### src/rtl/div_bus_pkg.sv
// Shared definitions for the divider bus master: FSM state encoding and
// default operand width.
package div_bus_pkg;

    localparam int DIV_WIDTH = 16;

    typedef enum logic [2:0] {
        IDLE,
        ISSUE,
        ARM,
        WAIT,
        RESP
    } div_bus_state_e;

endpackage

### src/rtl/div_req_slot.sv
// One-entry operand holding register. Contents stay stable until the slot is
// reloaded, so the divider sees constant operands for the whole operation.
module div_req_slot
    import div_bus_pkg::*;
#(
    parameter int WIDTH = DIV_WIDTH
) (
    input  logic             clk,
    input  logic             rst,
    input  logic             load,
    input  logic             clear,
    input  logic [WIDTH-1:0] new_dividend,
    input  logic [WIDTH-1:0] new_divisor,
    output logic             full,
    output logic [WIDTH-1:0] dividend,
    output logic [WIDTH-1:0] divisor
);

    always_ff @(posedge clk or posedge rst) begin
        if (rst) begin
            full     <= 1'b0;
            dividend <= '0;
            divisor  <= '0;
        end else if (load) begin
            full     <= 1'b1;
            dividend <= new_dividend;
            divisor  <= new_divisor;
        end else if (clear) begin
            full     <= 1'b0;
        end
    end

endmodule

### src/rtl/div_bus_master.sv
// Host-side initiator for the sequential divider: buffers one request, issues
// a start pulse, waits under a watchdog and returns the result downstream.
module div_bus_master
    import div_bus_pkg::*;
#(
    parameter int WIDTH   = DIV_WIDTH,
    parameter int TIMEOUT = 64
) (
    input  logic             clk,
    input  logic             rst,
    input  logic             req_valid,
    output logic             req_ready,
    input  logic [WIDTH-1:0] req_dividend,
    input  logic [WIDTH-1:0] req_divisor,
    output logic [WIDTH-1:0] div_dividend,
    output logic [WIDTH-1:0] div_divisor,
    output logic             div_start,
    input  logic             div_ready,
    input  logic             div_valid,
    input  logic [WIDTH-1:0] div_q,
    input  logic [WIDTH-1:0] div_r,
    output logic             rsp_valid,
    input  logic             rsp_ready,
    output logic [WIDTH-1:0] rsp_q,
    output logic [WIDTH-1:0] rsp_r,
    output logic             rsp_dbz,
    output logic             rsp_tmo,
    output logic             busy
);

    localparam int CW = $clog2(TIMEOUT);
    localparam logic [CW-1:0] LAST = CW'(TIMEOUT - 1);

    div_bus_state_e  state;
    logic [CW-1:0]   cnt;
    logic            slot_full;
    logic            slot_load;
    logic            slot_clear;
    logic            expired;

    assign expired    = (cnt == LAST);
    assign slot_load  = req_valid & ~slot_full;
    // Operands must stay put until the divider is finished with them.
    assign slot_clear = (state == WAIT) & (div_ready | expired);
    assign req_ready  = ~slot_full;
    assign busy       = (state != IDLE);

    div_req_slot #(
        .WIDTH (WIDTH)
    ) u_slot (
        .clk          (clk),
        .rst          (rst),
        .load         (slot_load),
        .clear        (slot_clear),
        .new_dividend (req_dividend),
        .new_divisor  (req_divisor),
        .full         (slot_full),
        .dividend     (div_dividend),
        .divisor      (div_divisor)
    );

    always_ff @(posedge clk or posedge rst) begin
        if (rst) begin
            state     <= IDLE;
            cnt       <= '0;
            div_start <= 1'b0;
            rsp_valid <= 1'b0;
            rsp_q     <= '0;
            rsp_r     <= '0;
            rsp_dbz   <= 1'b0;
            rsp_tmo   <= 1'b0;
        end else begin
            case (state)
                IDLE: begin
                    if (slot_full && div_ready) begin
                        div_start <= 1'b1;
                        state     <= ISSUE;
                    end
                end
                ISSUE: begin
                    div_start <= 1'b0;
                    state     <= ARM;
                end
                // The divider may still be showing the previous done here.
                ARM: begin
                    cnt   <= '0;
                    state <= WAIT;
                end
                WAIT: begin
                    if (div_ready) begin
                        rsp_q     <= div_q;
                        rsp_r     <= div_r;
                        rsp_dbz   <= ~div_valid;
                        rsp_tmo   <= 1'b0;
                        rsp_valid <= 1'b1;
                        state     <= RESP;
                    end else if (expired) begin
                        rsp_q     <= '0;
                        rsp_r     <= '0;
                        rsp_dbz   <= 1'b0;
                        rsp_tmo   <= 1'b1;
                        rsp_valid <= 1'b1;
                        state     <= RESP;
                    end else begin
                        cnt <= cnt + 1'b1;
                    end
                end
                RESP: begin
                    if (rsp_ready) begin
                        rsp_valid <= 1'b0;
                        state     <= IDLE;
                    end
                end
                default: state <= IDLE;
            endcase
        end
    end

endmodule

### config.mk
export PLATFORM = sky130hd
export DESIGN_NAME = div_bus_master
export DESIGN_NICKNAME = d
export VERILOG_FILES = /design/src/rtl/div_bus_pkg.sv /design/src/rtl/div_req_slot.sv /design/src/rtl/div_bus_master.sv
export SDC_FILE = /design/constraint.sdc
export NUM_CORES = 1
export LEC_CHECK = 0
export ABC_AREA = 1
export CAP_MARGIN = 20
export CORE_UTILIZATION = 41
export DETAILED_ROUTE_END_ITERATION = 12
export PLACE_DENSITY = 0.79
export SYNTH_ARGS = -nofsm -noshare
export SYNTH_HDL_FRONTEND = slang
export SYNTH_SLANG_ARGS = --single-unit
### constraint.sdc
create_clock -name clk -period 4.6 [get_ports clk]
set_clock_uncertainty 0.05 [all_clocks]
set_input_delay 0.46 -clock clk [delete_from_list [all_inputs] [get_ports clk]]
set_output_delay 0.46 -clock clk [all_outputs]
set_load 0.005 [all_outputs]
==> qor.yml, run 1 <==
logic_synthesis:
  avgSynthCellArea_sq_um: 10.77
  yosys.area.top_type_share: 0.6125
  synth_commonest_cells: "nand2_1, dfrtp_1, nand3_1, mux2_2, inv_1"
  ys_async_sr_fraction: 1.000
  synthTopCellsByArea: "dfrtp_1, mux2_2, nand2_1, nand3_1, inv_1"
  synthCells: 296
  synth_warnings: 0
  synth_edf_count: 0
  synth_most_common_cell: "nand2_1"
  ys_ff_latch: 78
  synth.cell_area_sq_mm: 0.003187
  synth_top_area_cell: "dfrtp_1"
  synth.distinct_cells: 25
  ys.flop_type: "dfrtp_1"
  synth_fp_nets: 367
  seq_area_frac_synth: 0.6125
placed_design:
  place_area_sq_mm: 0.004639
  pre_cts_slack_ns: 2.260
  dp_hpwl_um: 5513
  place_congestion: 0.7819
  io_buffers: 139
  place_inst: 523
floorplan:
  rows: 31
  fp.dieW_um: 90.16
  die_y_um: 90.16
  design.core.area_sq_mm: 0.007370
  die_area_sq_mm: 0.008129
  initial_core_util: 0.4324
  io-pin-count: 140
sta:
  fin_setup_tns_ns: 0
  slew_headroom: 0.5032
  report.final.slew_viol_count: 0
  tightest_slew_ns: 0.7443
  hold_violations: 0
  timing.hold.ws_ns: 0.4359
  fmaxAchievable_mhz: 475.9
  setup_viol: 0
  fin_ws_ns: 2.499
  finalCriticalPeriod_ns: 2.101
  period_share: 0.4568
  rsz0062_at_grt: "false"
global_routing:
  grt_usage: 0.1960
  grt.overflow.total: 0
  grt_pass1_vias: 2592
  grt_max_degree: 45
  grt_pass1_wl_um: 12600
  antenna_found_initial: 0
power:
  p_per_area_mw_per_mm2: 620.3
  p_leak_nw: 2.233
  power_mw: 3.031
  ir_drop_mv: 0.3377
hold_path:
  holdPathStages: 2
  hp-class: "flip-flop to flip-flop"
  hold_end: "rsp_valid"
  hold_start: "rsp_valid"
drt:
  drt-pass1-iter-count: 4
  vias_per_cell: 4.783
  drt-initial-drc-count: 110
  wl_met2_um: 4056
  drt-wirelength-per-cell_um: 14.34
  ant_nets: 0
  wl_um: 7730
  wl_met1_um: 3124
  num_vias: 2578
  top_layer_used: "met4"
  drc_errors: 0
  routed-wl-met3_um: 395
cells_and_area:
  nNetsFinal: 506
  drive_gt1_frac: 0.1409
  utilization: 0.6630
  finalNonFillerCells: 539
  antenna_cells: 0
  postLayoutCellArea_sq_mm: 0.004886
  areaGrowthSynthToFinish_pct: 53.32
cts:
  cts-root-buf: "clkbuf_8"
  htreeDepth: 3
  cts-resized-gates: 0
  post_cts_buffers: 0
  clock_latency_ns: 0.34
  cts_tree: "built"
  cts.clk_slew.worst_paths_ns: 0.08
  hold_buffers: 0
  cts.sinks: 78
  cts_max_path_buffers: 2
  cts_buffers: 9
worst_setup_path:
  cp-end-kind: "output pin"
  worst_ep_arrival_time_ns: 1.59
  path_class: "flip-flop to output pin"
  reg2reg_from: "state[2]"
  rrSetupSlack_ns: 2.53
  cp.required_ns: 4.09
  start_kind: "flip-flop"
  worstRegToRegCells: 5
  timing.rr.end: "rsp_r[4]"
  crit_fanout: 5
flow_run:
  max-cap-violations: 0
outcome:
  status: "completed"
## cell families after synthesis
kind of cell | after synthesis | share of synthesized area
muxes | 32 | 0.1131
and+or+nand+nor | 145 | 0.2030
buffers and inverters | 27 | 0.04122
xor gates and xnor gates | 1 | 0.002749
adders and majority gates | 1 | 0.003926
AOI/OAI and AO/OA | 12 | 0.02356
DFF | 78 | 0.6125
## critical path: stages, from the launching register on
cell	delay [ns]
dfrtp_1	0.48
nor2_2	0.22
nand2_1	0.10
clkdlybuf4s50_1	0.45
## cell usage in the layout, fill, tap and decap left out, types with 2 or more instances in the layout
cell type / instances
nor2_1: 3
clkinv_2: 3
nand2_1: 87
mux2_2: 32
dfrtp_1: 78
clkbuf_8: 10
inv_1: 12
a21boi_0: 2
nor2_2: 3
nand3_1: 43
nand2_2: 3
clkdlybuf4s50_1: 139
o21ai_1: 2
nand4_1: 2
bufinv_16: 3
o21ai_0: 5
buf_4: 2
## power breakdown
part	leakage (nW)	internal [mW]	switching, mW
registers	0.960	0.992	0.182
clock network	0.126	0.374	0.247
logic	1.15	0.777	0.457
## layer usage
| metal | up-vias | track usage |
|---|---|---|
| met3 | 12 | 0.04061 |
| met2 | 80 | 0.3295 |
| met4 | 0 | 0.08871 |
| li1 | 1246 | - |
| met1 | 1240 | 0.2430 |
| met5 | - | 0 |
## worst max-delay path by stage
stage,from,endpoint,slack [ns]
floorplan,rst,cnt[0],2.09
global placement,div_ready,rsp_q[0],2.29
detailed placement,div_ready,rsp_r[12],2.26
CTS,state[2],busy,2.47
global route,state[2],rsp_r[1],2.37
finish,state[2],busy,2.50
## registers in the layout (all words and copies together) (netlist names)
signal           count
u_slot.full          1
rsp_dbz              1
cnt                  6
state                3
rsp_q               16
u_slot.divisor      16
div_start            1
rsp_valid            1
rsp_tmo              1
rsp_r               16
u_slot.dividend     16
## layout make-up
| class | count | area [sq um] |
|---|---|---|
| Fill cell | 576 | 2484 |
| Sequential cell | 78 | 1952 |
| Timing Repair Buffer | 141 | 1406 |
| Multi-Input combinational cell | 191 | 1104 |
| Clock buffer | 10 | 137.6 |
| Tap cell | 99 | 123.9 |
| Clock inverter | 6 | 108.9 |
| Inverter | 14 | 53.80 |
(Power assumes the default switching activity.)
==> inputs of run 2 (changes only) <==
==> constraint.sdc (replaced) <==
create_clock -name clk -period 2 [get_ports clk]
set_clock_uncertainty 0.05 [all_clocks]
set_input_delay 0.2 -clock clk [delete_from_list [all_inputs] [get_ports clk]]
set_output_delay 0.2 -clock clk [all_outputs]
set_load 0.005 [all_outputs]
==> run 2 against run 1 <==
  * Count of clock-buffer cells in the layout is the same
  * Combinational power increased by 130%
  * Power increased by 130%
  * Register-to-register slack worse by 2.3 ns
  * Non-clock buffer count rose by 3
  * Utilization is 0.90 points higher
  * Via count rose by 0.85%
  * Wire length up 0.80%
  * Global-route usage grew 0.69 points
  * Critical path depth unchanged
  * Setup slack got worse by 2.4 ns
  * First-iteration DRC count increased by 14%
==> qor.yml, run 2 (synthesized netlist as in run 1, its figures left out) <==
outcome:
  status: "completed"  # unchanged
floorplan:
  design.core.area_sq_mm: 0.007370  # unchanged
  rows: 31  # unchanged
  io-pin-count: 140  # unchanged
  die_y_um: 90.16  # unchanged
  die_area_sq_mm: 0.008129  # unchanged
  fp.dieW_um: 90.16  # unchanged
  initial_core_util: 0.4324  # unchanged
worst_setup_path:
  critPathLaunch: "state[2]"  # unchanged
  cp.required_ns: 1.75  # was 4.09 ns
  rrSetupSlack_ns: 0.26  # was 2.53 ns
  start_kind: "flip-flop"  # unchanged
  crit_path_end: "busy"  # unchanged
  cp-end-kind: "output pin"  # unchanged
  path_class: "flip-flop to output pin"  # unchanged
  worstRegToRegCells: 7  # was 5
  timing.rr.end: "u_slot.full"  # was rsp_r[4]
  reg2reg_from: "cnt[0]"  # was state[2]
  worst_ep_arrival_time_ns: 1.61  # was 1.59 ns
  crit_fanout: 5  # unchanged
cts:
  cts.sinks: 78  # unchanged
  cts_max_path_buffers: 2  # unchanged
  cts-resized-gates: 0  # unchanged
  hold_buffers: 0  # unchanged
  clock_latency_ns: 0.34  # about the same
  cts_buffers: 9  # unchanged
  htreeDepth: 3  # unchanged
  cts-root-buf: "clkbuf_8"  # unchanged
  post_cts_buffers: 0  # unchanged
  cts_tree: "built"  # unchanged
  cts.clk_slew.worst_paths_ns: 0.08  # about the same
global_routing:
  grt_pass1_wl_um: 12940  # was 12600 um
  grt_pass1_vias: 2667  # was 2592
  grt_usage: 0.2029  # was 0.1960
  grt.overflow.total: 0  # unchanged
  antenna_found_initial: 0  # unchanged
  grt_max_degree: 35  # was 45
cells_and_area:
  nNetsFinal: 509  # was 506
  areaGrowthSynthToFinish_pct: 55.40  # was 53.32%
  utilization: 0.6720  # was 0.6630
  final_common_cell: "clkdlybuf4s50_1"  # unchanged
  most-common-layout-cells: "clkdlybuf4s50_1, nand2_1, dfrtp_1"  # unchanged
  drive_gt1_frac: 0.1445  # was 0.1409
  finalNonFillerCells: 542  # was 539
  antenna_cells: 0  # unchanged
drt:
  drc_errors: 0  # unchanged
  ant_nets: 0  # unchanged
  drt-wirelength-per-cell_um: 14.38  # was 14.34 um
  num_vias: 2600  # was 2578
  vias_per_cell: 4.797  # was 4.783
  drt-pass1-iter-count: 4  # unchanged
  wl_um: 7792  # was 7730 um
  drt-initial-drc-count: 125  # was 110
sta:
  report.final.slew_viol_count: 0  # unchanged
  finalCriticalPeriod_ns: 1.857
  slew_headroom: 0.6342  # was 0.5032
  period_share: 0.9286
  fmaxAchievable_mhz: 538.5
  rsz0062_at_grt: "false"  # unchanged
  hold_violations: 0  # unchanged
  fin_setup_tns_ns: 0  # unchanged
  timing.hold.ws_ns: 0.1372  # was 0.4359 ns
  setup_viol: 0  # unchanged
  tightest_slew_ns: 0.5480  # was 0.7443 ns
  fin_ws_ns: 0.1429  # was 2.499 ns
hold_path:
  hp-class: "primary input to asynchronous set/reset pin"  # was flip-flop to flip-flop
placed_design:
  dp_hpwl_um: 5643  # was 5513 um
  place_inst: 526  # was 523
  pre_cts_slack_ns: 0.2795  # was 2.260 ns
  io_buffers: 139  # unchanged
  place_congestion: 0.7838  # was 0.7819
power:
  p_per_area_mw_per_mm2: 1408  # was 620.3 mW/mm^2
  ir_drop_mv: 0.8032  # was 0.3377 mV
  p_leak_nw: 2.251  # was 2.233 nW
flow_run:
  max-cap-violations: 0  # unchanged
run 2: cell types whose count changed in the layout (fill, tap and decap cells not counted):
| cell | before | now |
|---|---|---|
| buf_12 | 0 | 4 |
| buf_4 | 2 | 1 |
| clkbuf_1 | 0 | 1 |
| clkbuf_8 | 10 | 9 |
| clkinv_2 | 3 | 1 |
| clkinv_4 | 1 | 0 |
| clkinvlp_4 | 0 | 3 |
run 2: per-layer routing:
layer	vias to the layer above	GRT usage	share of wire	routed length (um)
met1	1253	0.2500	0.41	3218
met3	14	0.05584	0.056	435
met2	77	0.3314	0.51	3996
li1	1256	-	-	-
met4	0	0.09409	0.018	142
met5	-	0	0	0
run 2: area by class of cell:
cell class	instances	area, sq um
fillers	552	2417
flip-flops and latches	78	1952
repair buffers	144	1479
multi-input cells	191	1104
clock buffers	10	127.6
well taps	99	123.9
clock inverters	6	110.1
inverters	14	56.30
run 2: worst min path at each step:
| stage | to | slack (ns) | cells past startpoint |
|---|---|---|---|
| floorplan | rsp_dbz | 0.26 | 1 |
| global placement | rsp_q[6] | 0.43 | 2 |
| detailed placement | rsp_valid | 0.44 | 2 |
| CTS | u_slot.divisor[3] | 0.13 | 2 |
| global route | u_slot.divisor[13] | 0.16 | 2 |
| finish | u_slot.divisor[3] | 0.14 | 2 |
run 2: through the flow:
stage	cell area, sq um	power, mW
CTS	4952	7.053
floorplan	3191	3.839
finish	4952	6.971
detailed placement	4715	5.634
global placement	4715	5.522
global route	4952	7.403
run 2: where the power goes:
| group | leakage, nW | internal [mW] | switching (mW) | total, mW |
|---|---|---|---|---|
| sequential | 0.960 | 2.28 | 0.416 | 2.70 |
| clock | 0.112 | 0.827 | 0.564 | 1.39 |
| combinational | 1.18 | 1.82 | 1.07 | 2.88 |
run 2: worst max-delay path: stages (launching register included):
cell	delay, ns
dfrtp_1	0.49
nor2_2	0.23
nand2_1	0.10
clkdlybuf4s50_1	0.45
==> inputs of run 3 (changes only) <==
--- a/config.mk
+++ b/config.mk
@@ -13,3 +13,4 @@
 export SYNTH_ARGS = -nofsm -noshare
 export SYNTH_HDL_FRONTEND = slang
 export SYNTH_SLANG_ARGS = --single-unit
+export TNS_END_PERCENT = 5
==> results of run 3 <==
The final DEF is identical to that of run 2; final timing and power are the same.
